### config.mk
export PLATFORM = sky130hd
export DESIGN_NAME = ram_march_bist
export DESIGN_NICKNAME = d
export VERILOG_FILES = /design/src/rtl/ram_bist_pkg.sv /design/src/rtl/ram_bist_checker.sv /design/src/rtl/ram_march_bist.sv
export SDC_FILE = /design/constraint.sdc
export NUM_CORES = 1
export LEC_CHECK = 0
export ABC_CLOCK_PERIOD_IN_PS = 1890
export CORE_UTILIZATION = 43
export CTS_CLUSTER_DIAMETER = 50
export DETAILED_ROUTE_END_ITERATION = 6
export GPL_TIMING_DRIVEN = 0
export PLACE_DENSITY = 0.76
export SETUP_SLACK_MARGIN = 0.5
export SLEW_MARGIN = 30
export SYNTH_ARGS = -nofsm -noshare
export SYNTH_HDL_FRONTEND = slang
export SYNTH_SLANG_ARGS = --single-unit
### constraint.sdc
create_clock -name clk -period 1.89 [get_ports clk]
set_input_delay 0.2835 -clock clk [delete_from_list [all_inputs] [get_ports clk]]
set_output_delay 0.2835 -clock clk [all_outputs]
set_load 0.1 [all_outputs]
### src/rtl/ram_bist_pkg.sv
// Shared definitions for the March C- RAM BIST: state encoding and the per-element
// direction/operation table.
package ram_bist_pkg;

    typedef enum logic [2:0] {
        ST_IDLE = 3'd0,
        ST_M0   = 3'd1,
        ST_M1   = 3'd2,
        ST_M2   = 3'd3,
        ST_M3   = 3'd4,
        ST_M4   = 3'd5,
        ST_M5   = 3'd6,
        ST_DONE = 3'd7
    } state_t;

    typedef struct packed {
        logic down;       // address sweep 15 -> 0
        logic has_read;
        logic read_one;   // expected word is ~PATTERN
        logic has_write;
        logic write_one;  // written word is ~PATTERN
    } elem_t;

    function automatic elem_t elem_info(input state_t st);
        elem_t e;
        e = '0;
        case (st)
            ST_M0: e = '{down: 1'b0, has_read: 1'b0, read_one: 1'b0, has_write: 1'b1, write_one: 1'b0};
            ST_M1: e = '{down: 1'b0, has_read: 1'b1, read_one: 1'b0, has_write: 1'b1, write_one: 1'b1};
            ST_M2: e = '{down: 1'b0, has_read: 1'b1, read_one: 1'b1, has_write: 1'b1, write_one: 1'b0};
            ST_M3: e = '{down: 1'b1, has_read: 1'b1, read_one: 1'b0, has_write: 1'b1, write_one: 1'b1};
            ST_M4: e = '{down: 1'b1, has_read: 1'b1, read_one: 1'b1, has_write: 1'b1, write_one: 1'b0};
            ST_M5: e = '{down: 1'b0, has_read: 1'b1, read_one: 1'b0, has_write: 1'b0, write_one: 1'b0};
            default: e = '0;
        endcase
        return e;
    endfunction

    function automatic state_t next_element(input state_t st);
        state_t n;
        case (st)
            ST_M0:   n = ST_M1;
            ST_M1:   n = ST_M2;
            ST_M2:   n = ST_M3;
            ST_M3:   n = ST_M4;
            ST_M4:   n = ST_M5;
            ST_M5:   n = ST_DONE;
            default: n = ST_IDLE;
        endcase
        return n;
    endfunction

endpackage

### src/rtl/ram_bist_checker.sv
// Read-data comparator for the RAM BIST: saturating miscompare counter and
// capture of the first failing address/expected/observed words.
module ram_bist_checker
    import ram_bist_pkg::*;
#(
    parameter int DATA_WIDTH = 8,
    parameter int ADDR_WIDTH = 4
) (
    input  logic                  clk,
    input  logic                  reset,
    input  logic                  i_clear,
    input  logic                  i_check,
    input  logic [ADDR_WIDTH-1:0] i_address,
    input  logic [DATA_WIDTH-1:0] i_expected,
    input  logic [DATA_WIDTH-1:0] i_observed,
    output logic [7:0]            o_fail_count,
    output logic [ADDR_WIDTH-1:0] o_err_address,
    output logic [DATA_WIDTH-1:0] o_err_expected,
    output logic [DATA_WIDTH-1:0] o_err_observed
);

    logic [7:0]            r_fail_count;
    logic [ADDR_WIDTH-1:0] r_err_address;
    logic [DATA_WIDTH-1:0] r_err_expected;
    logic [DATA_WIDTH-1:0] r_err_observed;
    logic                  w_miscompare;

    // Case inequality so that X/Z on the read bus is flagged as a failure.
    assign w_miscompare = i_check && (i_observed !== i_expected);

    always_ff @(posedge clk or posedge reset) begin
        if (reset) begin
            r_fail_count   <= 8'h00;
            r_err_address  <= '0;
            r_err_expected <= '0;
            r_err_observed <= '0;
        end else if (i_clear) begin
            r_fail_count   <= 8'h00;
            r_err_address  <= '0;
            r_err_expected <= '0;
            r_err_observed <= '0;
        end else if (w_miscompare) begin
            if (r_fail_count != 8'hFF) begin
                r_fail_count <= r_fail_count + 8'd1;
            end
            if (r_fail_count == 8'h00) begin
                r_err_address  <= i_address;
                r_err_expected <= i_expected;
                r_err_observed <= i_observed;
            end
        end
    end

    assign o_fail_count   = r_fail_count;
    assign o_err_address  = r_err_address;
    assign o_err_expected = r_err_expected;
    assign o_err_observed = r_err_observed;

endmodule

### src/rtl/ram_march_bist.sv
// March C- BIST controller for a 16x8 single-port async-read RAM: element FSM,
// address counter and read/write phase bit; read checking lives in ram_bist_checker.
module ram_march_bist
    import ram_bist_pkg::*;
#(
    parameter int                    DATA_WIDTH = 8,
    parameter int                    ADDR_WIDTH = 4,
    parameter logic [DATA_WIDTH-1:0] PATTERN    = 8'h00
) (
    input  logic                  clk,
    input  logic                  reset,
    input  logic                  start,
    output logic [DATA_WIDTH-1:0] ram_data_in,
    output logic [ADDR_WIDTH-1:0] ram_address,
    output logic                  ram_write_en,
    input  logic [DATA_WIDTH-1:0] ram_data_out,
    output logic                  busy,
    output logic                  done,
    output logic                  pass,
    output logic [7:0]            fail_count,
    output logic [ADDR_WIDTH-1:0] err_address,
    output logic [DATA_WIDTH-1:0] err_expected,
    output logic [DATA_WIDTH-1:0] err_observed
);

    localparam logic [ADDR_WIDTH-1:0] ADDR_MAX = '1;

    state_t                r_state;
    state_t                w_state_nxt;
    logic [ADDR_WIDTH-1:0] r_addr;
    logic [ADDR_WIDTH-1:0] w_addr_nxt;
    logic                  r_phase;
    logic                  w_phase_nxt;
    elem_t                 w_elem;
    elem_t                 w_elem_nxt;
    logic                  w_busy;
    logic                  w_last_addr;
    logic                  w_addr_done;
    logic                  w_is_read;
    logic                  w_is_write;
    logic                  w_start;
    logic [DATA_WIDTH-1:0] w_wdata;
    logic [DATA_WIDTH-1:0] w_rexp;

    assign w_elem      = elem_info(r_state);
    assign w_elem_nxt  = elem_info(next_element(r_state));
    assign w_busy      = (r_state != ST_IDLE) && (r_state != ST_DONE);
    assign w_last_addr = w_elem.down ? (r_addr == '0) : (r_addr == ADDR_MAX);
    assign w_wdata     = w_elem.write_one ? ~PATTERN : PATTERN;
    assign w_rexp      = w_elem.read_one ? ~PATTERN : PATTERN;
    assign w_is_read   = w_busy && w_elem.has_read && !r_phase;
    assign w_is_write  = w_busy && w_elem.has_write && (r_phase || !w_elem.has_read);

    // The read-only element takes one idle cycle after its final read so that
    // done rises with the last compare already folded into fail_count.
    always_comb begin
        w_addr_done = 1'b1;
        if (w_elem.has_read && (w_elem.has_write || w_last_addr)) begin
            w_addr_done = r_phase;
        end
    end

    always_ff @(posedge clk or posedge reset) begin
        if (reset) begin
            r_state <= ST_IDLE;
            r_addr  <= '0;
            r_phase <= 1'b0;
        end else begin
            r_state <= w_state_nxt;
            r_addr  <= w_addr_nxt;
            r_phase <= w_phase_nxt;
        end
    end

    always_comb begin
        w_state_nxt = r_state;
        w_addr_nxt  = r_addr;
        w_phase_nxt = r_phase;
        w_start     = 1'b0;
        case (r_state)
            ST_IDLE, ST_DONE: begin
                if (start) begin
                    w_start     = 1'b1;
                    w_state_nxt = ST_M0;
                    w_addr_nxt  = '0;
                    w_phase_nxt = 1'b0;
                end
            end
            default: begin
                if (!w_addr_done) begin
                    w_phase_nxt = 1'b1;
                end else begin
                    w_phase_nxt = 1'b0;
                    if (!w_last_addr) begin
                        w_addr_nxt = w_elem.down ? (r_addr - ADDR_WIDTH'(1))
                                                 : (r_addr + ADDR_WIDTH'(1));
                    end else begin
                        w_state_nxt = next_element(r_state);
                        w_addr_nxt  = w_elem_nxt.down ? ADDR_MAX : '0;
                    end
                end
            end
        endcase
    end

    assign ram_write_en = w_is_write;
    assign ram_address  = w_busy ? r_addr : '0;
    assign ram_data_in  = w_is_write ? w_wdata : '0;
    assign busy         = w_busy;
    assign done         = (r_state == ST_DONE);
    assign pass         = done && (fail_count == 8'h00);

    ram_bist_checker #(
        .DATA_WIDTH(DATA_WIDTH),
        .ADDR_WIDTH(ADDR_WIDTH)
    ) u_checker (
        .clk           (clk),
        .reset         (reset),
        .i_clear       (w_start),
        .i_check       (w_is_read),
        .i_address     (r_addr),
        .i_expected    (w_rexp),
        .i_observed    (ram_data_out),
        .o_fail_count  (fail_count),
        .o_err_address (err_address),
        .o_err_expected(err_expected),
        .o_err_observed(err_observed)
    );

endmodule
### Yosys cells after proc, flatten, opt, wreduce, memory -nomap -nowiden

Cells that the tools add are included.
Widths: inputs -> output; s select.

* bits in registers: 36
* input port bits: 11
* output and inout port bits: 44
* word-level logic and storage cells: 90

* add/sub/neg operators: 3
* eq/ne operators: 18
* muxes and demuxes: 36
* reduce and logical (&&, ||, !) cells: 26

Operators with widths (number)
* $mux 8: 12
* $pmux 5 s6: 2
* $mux 4: 10
* $eq 3x3->1 const B: 7
* $pmux 3 s6: 1
* $eq 3x2->1 const B: 4
* $mux 3: 4
* $reduce_bool 2->1: 5
* $add 8x1->8 const B: 1
* $logic_and 1x1->1: 8
* $logic_not 8->1: 1
* $ne 8x8->1 const B: 1
* $nex 8x8->1: 1
* $mux 1: 7
* $eq 3x1->1 const B: 2
* $reduce_and 2->1: 3
* $add 4x1->4 const B: 1
* $eq 4x4->1 const B: 1
* $logic_not 4->1: 1
* $sub 4x1->4 const B: 1
* $logic_not 3->1: 1
* $ne 3x3->1 const B: 1
* $reduce_and 3->1: 1
* $reduce_bool 3->1: 1
* 4 further kinds: 6

### Logic depth before layout (Yosys ltp)

* depth after elaboration: 8
* gate-level depth with buffers: 10
* mapped depth without buffers: 9

### Modules after synthesis

Synthesis repeated with hierarchy kept, for this count alone.

* cell total of the unflattened synthesis: 241
* area total of the unflattened synthesis: 2312.2 µm²

By module, submodules not included
* ram_bist_checker: times used 1, cells each 132, area each 1397.6 µm², seq. area each 700.7 µm²
* ram_march_bist: times used 1, cells each 109, area each 914.6 µm², seq. area each 200.2 µm²

### Least setup slack after synthesis

No wires, ideal clock.

* kind: reg-to-output
* from: reg r_state[1]
* to: out ram_address[0]
* arrival: 3121 ps
* required time: 1607 ps
* setup slack: -1515 ps
* stages on the path, launching flop included: 6
* path buffers: 2
* path through: dfrtp_1 buf_6 and3_4 buf_6 nor2_1 and2_1

* word-level cells in the longest chain between the ends: 3
* elaborated cells between the ends (all ways): 4
* classes of those cells: eq/ne: 1; mux: 1; reduce/logical: 2

Ends and longest elaborated chain
* start: declaration: RTL line ram_march_bist.sv:28 `state_t r_state;`
* start signal: assignment: RTL line ram_march_bist.sv:69 `r_state <= w_state_nxt;`
* $ne 3x3->1 / $reduce_bool 3->1 (equally long branches): RTL line ram_march_bist.sv:47 `assign w_busy = (r_state != ST_IDLE) && (r_state != ST_DONE);`
* $logic_and 1x1->1 (*): RTL line ram_march_bist.sv:47
* named net busy: RTL line ram_march_bist.sv:17 `output logic busy,`
* $mux 4 (*): RTL line ram_march_bist.sv:107 `assign ram_address = w_busy ? r_addr : '0;`
* end: declaration: RTL line ram_march_bist.sv:14 `output logic [ADDR_WIDTH-1:0] ram_address,`

Mark *: on every way through the listed nets, which the timed path passes. The rest lies on a longest branch.

### Worst setup path in the final report

* from: reg r_state[2]
* to: reg r_addr[2]

* word-level cells in the longest chain between the ends: 8
* elaborated cells between the ends (all ways): 30
* classes of those cells: eq/ne: 14; mux: 10; reduce/logical: 6

Ends and longest elaborated chain
* $eq 3x3->1, or another cell as far along: RTL line ram_bist_pkg.sv:27, ram_bist_pkg.sv:41
* $pmux 3 s6 / $pmux 5 s6 (equally long branches): RTL line ram_bist_pkg.sv:41, ram_bist_pkg.sv:27
* $eq 3x3->1, or another cell as far along: RTL line ram_bist_pkg.sv:27 `case (st)`
* $pmux 5 s6 / $logic_or 1x1->1 (equally long branches): RTL line ram_bist_pkg.sv:27, ram_march_bist.sv:58
* $mux 4 / $logic_and 1x1->1 (equally long branches): RTL line ram_march_bist.sv:99, ram_march_bist.sv:58
* $mux 4 / $mux 1 (equally long branches): RTL line ram_march_bist.sv:94, ram_march_bist.sv:58
* $mux 4 / $reduce_bool 2->1 (equally long branches)
* $mux 4 / $reduce_and 2->1 (equally long branches)
* end signal: assignment: RTL line ram_march_bist.sv:70 `r_addr <= w_addr_nxt;`
* end: declaration: RTL line ram_march_bist.sv:30 `logic [ADDR_WIDTH-1:0] r_addr;`

Several ways; a longest one is shown, not always the timed one. The select of a mux whose other input is x is not followed.
A chain may end at the register's enable or synchronous reset.

==> flow_metrics.env <==
export IMPL_fmax_mhz=490
export IMPL_final_common_cell="nand2_1"
export IMPL_most_common_layout_cells="31 x nand2_1, 29 x buf_4, 27 x buf_12"
export IMPL_gr_total_overflow=0
export IMPL_fin_tns_setup_ns=-2.65
export IMPL_clock_sink_count=29
export IMPL_slew_headroom_pct=57.8
export IMPL_core_area_mm2=0.00412
export IMPL_antenna_found_initial=0
export IMPL_synth_flop_cell="dfrtp_1"
export IMPL_layout_setup_ws_ns=-0.150
export IMPL_num_rows=23
export IMPL_initial_core_util_pct=45.9
export IMPL_cts_buffers=5
export IMPL_dieArea_mm2=0.00466
export IMPL_skew_ns=0.00731
export IMPL_synthArstFlopShare_pct=100
export IMPL_synth_edf_count=0
export IMPL_gp_congestion=0.878
export IMPL_path_class="reg2reg"
export IMPL_cts_root_buf="clkbuf_8"
export IMPL_synth_seq_cells=29
export IMPL_syn2layout_area_growth_pct=88.1
export IMPL_drtIter0Drc=129
export IMPL_place_area_mm2=0.00268
export IMPL_dr_pass1_iters=4
export IMPL_clock_latency_ns=0.29
export IMPL_avgRoutedWirePerCell_um=18.7
export IMPL_grt_first_pass_wirelength_mm=9.16
export IMPL_syn_nets=231
export IMPL_hpwl_mm=3.40
export IMPL_status="finished with violations"
export IMPL_netlist_area_mm2=0.00189
export IMPL_vias=2044
export IMPL_violations="setup timing"
export IMPL_cp_arrival_ns=2.22
export IMPL_die_w_um=68.3
export IMPL_viasPerCell=5.69
export IMPL_slew_viol_final=0
export IMPL_fin_crit_sh_pct=108
export IMPL_highest_layer="met4"
export IMPL_nets=322
export IMPL_htreeDepth=2
export IMPL_fin_crit_ns=2.04
export IMPL_hold_violations=0
export IMPL_portBuffers=53
export IMPL_grt_total_usage_pct=27.0
export IMPL_grt_max_degree=30
export IMPL_nFillCells=189
export IMPL_ys_seq_area_share_pct=38.4
export IMPL_cp_max_fo=7
export IMPL_cts_hold_buffers_added=0
export IMPL_cts_tree="yes"
export IMPL_ant_nets=0
export IMPL_rsz0062_at_grt="yes"
export IMPL_diodes=0
export IMPL_routed_wl_met3_um=383
export IMPL_layout_drive_gt1_share_pct=58.3
export IMPL_place_worst_setup_slack_ns=-0.921
export IMPL_avgSynthCellArea_um2=8.70
export IMPL_tightest_slew_ns=0.631
export IMPL_drt_wl_total_mm=6.72
export IMPL_clk_pin_slew_worst_paths_ns=0.07
export IMPL_stdcell_area_mm2=0.00355
export IMPL_fp_dieH_um=68.3
export IMPL_hold_class="in2async"
export IMPL_startpoint_type="register"
export IMPL_m1WireLength_mm=2.73
export IMPL_post_route_util_pct=86.3
export IMPL_wl_met2_mm=3.48
export IMPL_finalSetupViolCount=43
export IMPL_remaining_drc_errors=0
export IMPL_yosysUniqueCellTypes=48
export IMPL_pin_count=55
export IMPL_drv_cap=0
export IMPL_netlist_instances=217
export IMPL_cp_end_kind="register"
export IMPL_grt_pass1_vias=1848
export IMPL_cts_buffer_depth=2
export IMPL_yosys_warnings=0
export IMPL_critical_path_required_ns=2.07
==> metrics by stage <==
stage / instances / hold WS (ns)
after floorplan: 217 / 0.361
after global routing: 359 / 0.476
after detailed placement: 320 / 0.502
final: 359 / 0.398
after global placement: 320 / 0.498
after CTS: 345 / 0.373
==> state kept, by name (all words and copies together) (netlist names) <==
| signal | flops |
|---|---|
| u_checker.o_fail_count | 8 |
| r_state | 3 |
| r_addr | 4 |
| r_phase | 1 |
| u_checker.o_err_address | 4 |
| u_checker.o_err_observed | 8 |
| u_checker.o_err_expected | 1 |
==> routing by layer <==
layer  GRT usage, %  up-vias
li1               -      935
met1           34.9     1007
met2           43.9       86
met3           6.67       16
met4           8.59        0
met5              0        -
==> cell usage after synthesis (4+ instances only) <==
master	count	share of area [%]
nor2_1	11	2.2
nand3_1	4	1.1
nand2b_1	4	1.3
dfrtp_1	29	38
clkbuf_1	6	1.2
nand4_1	4	1.3
a22o_1	4	1.9
nor2b_1	4	1.3
and2_1	6	2.0
nand2_1	44	8.7
mux2i_1	9	4.8
inv_1	4	0.79
o21ai_0	20	5.3
buf_4	16	6.4
==> cell families after synthesis <==
group,Yosys count,synth area share [%]
xor gates and xnor gates,2,0.928
AOI/OAI and AO/OA,48,17.6
muxes,9,4.77
and+or+nand+nor,96,26.2
DFF,29,38.4
buffers and inverters,30,10.1
adders and majority gates,3,1.99
==> path summary, 6_finish.rpt <==
path,cells after the start,to,slack (ns),from
setup reg to reg,8,r_addr[2],-0.15,r_state[2]
hold reg to reg,1,u_checker.o_fail_count[4],0.52,u_checker.o_fail_count[4]
setup / recovery,8,r_addr[2],-0.15,r_state[2]
hold / removal,2,u_checker.o_err_address[2],0.40,reset
max in group asynchronous,2,u_checker.o_fail_count[5],1.03,reset
min in group clk,2,r_state[2],0.47,start
==> worst max-delay path, stage by stage (launching register included) <==
cell	delay (ns)
dfrtp_1	0.39
buf_6	0.17
or3b_4	0.42
nand2_2	0.09
ha_4	0.14
mux2i_1	0.09
and2_1	0.16
o311a_1	0.32
a21o_1	0.15
==> layout make-up <==
class	count	area, µm²	share of cell area, %
buffer	26	340	9.58
clock buffer	8	90.1	2.54
inverter	4	20.0	0.564
multi-input combinational	158	1310	37.0
sequential	29	744	21.0
tap	50	62.6	1.76
timing repair buffer	84	981	27.6
==> repair_timing <==
action,in CTS,in global routing
pin swaps,24,25
setup endpoints to repair,73,53
setup buffers,15,14
gates cloned,2,0
resized for setup,363,56
Power is left out: the tool's default activity adds up to more than one toggle a clock period on the data nets, which glitch-free logic cannot reach.
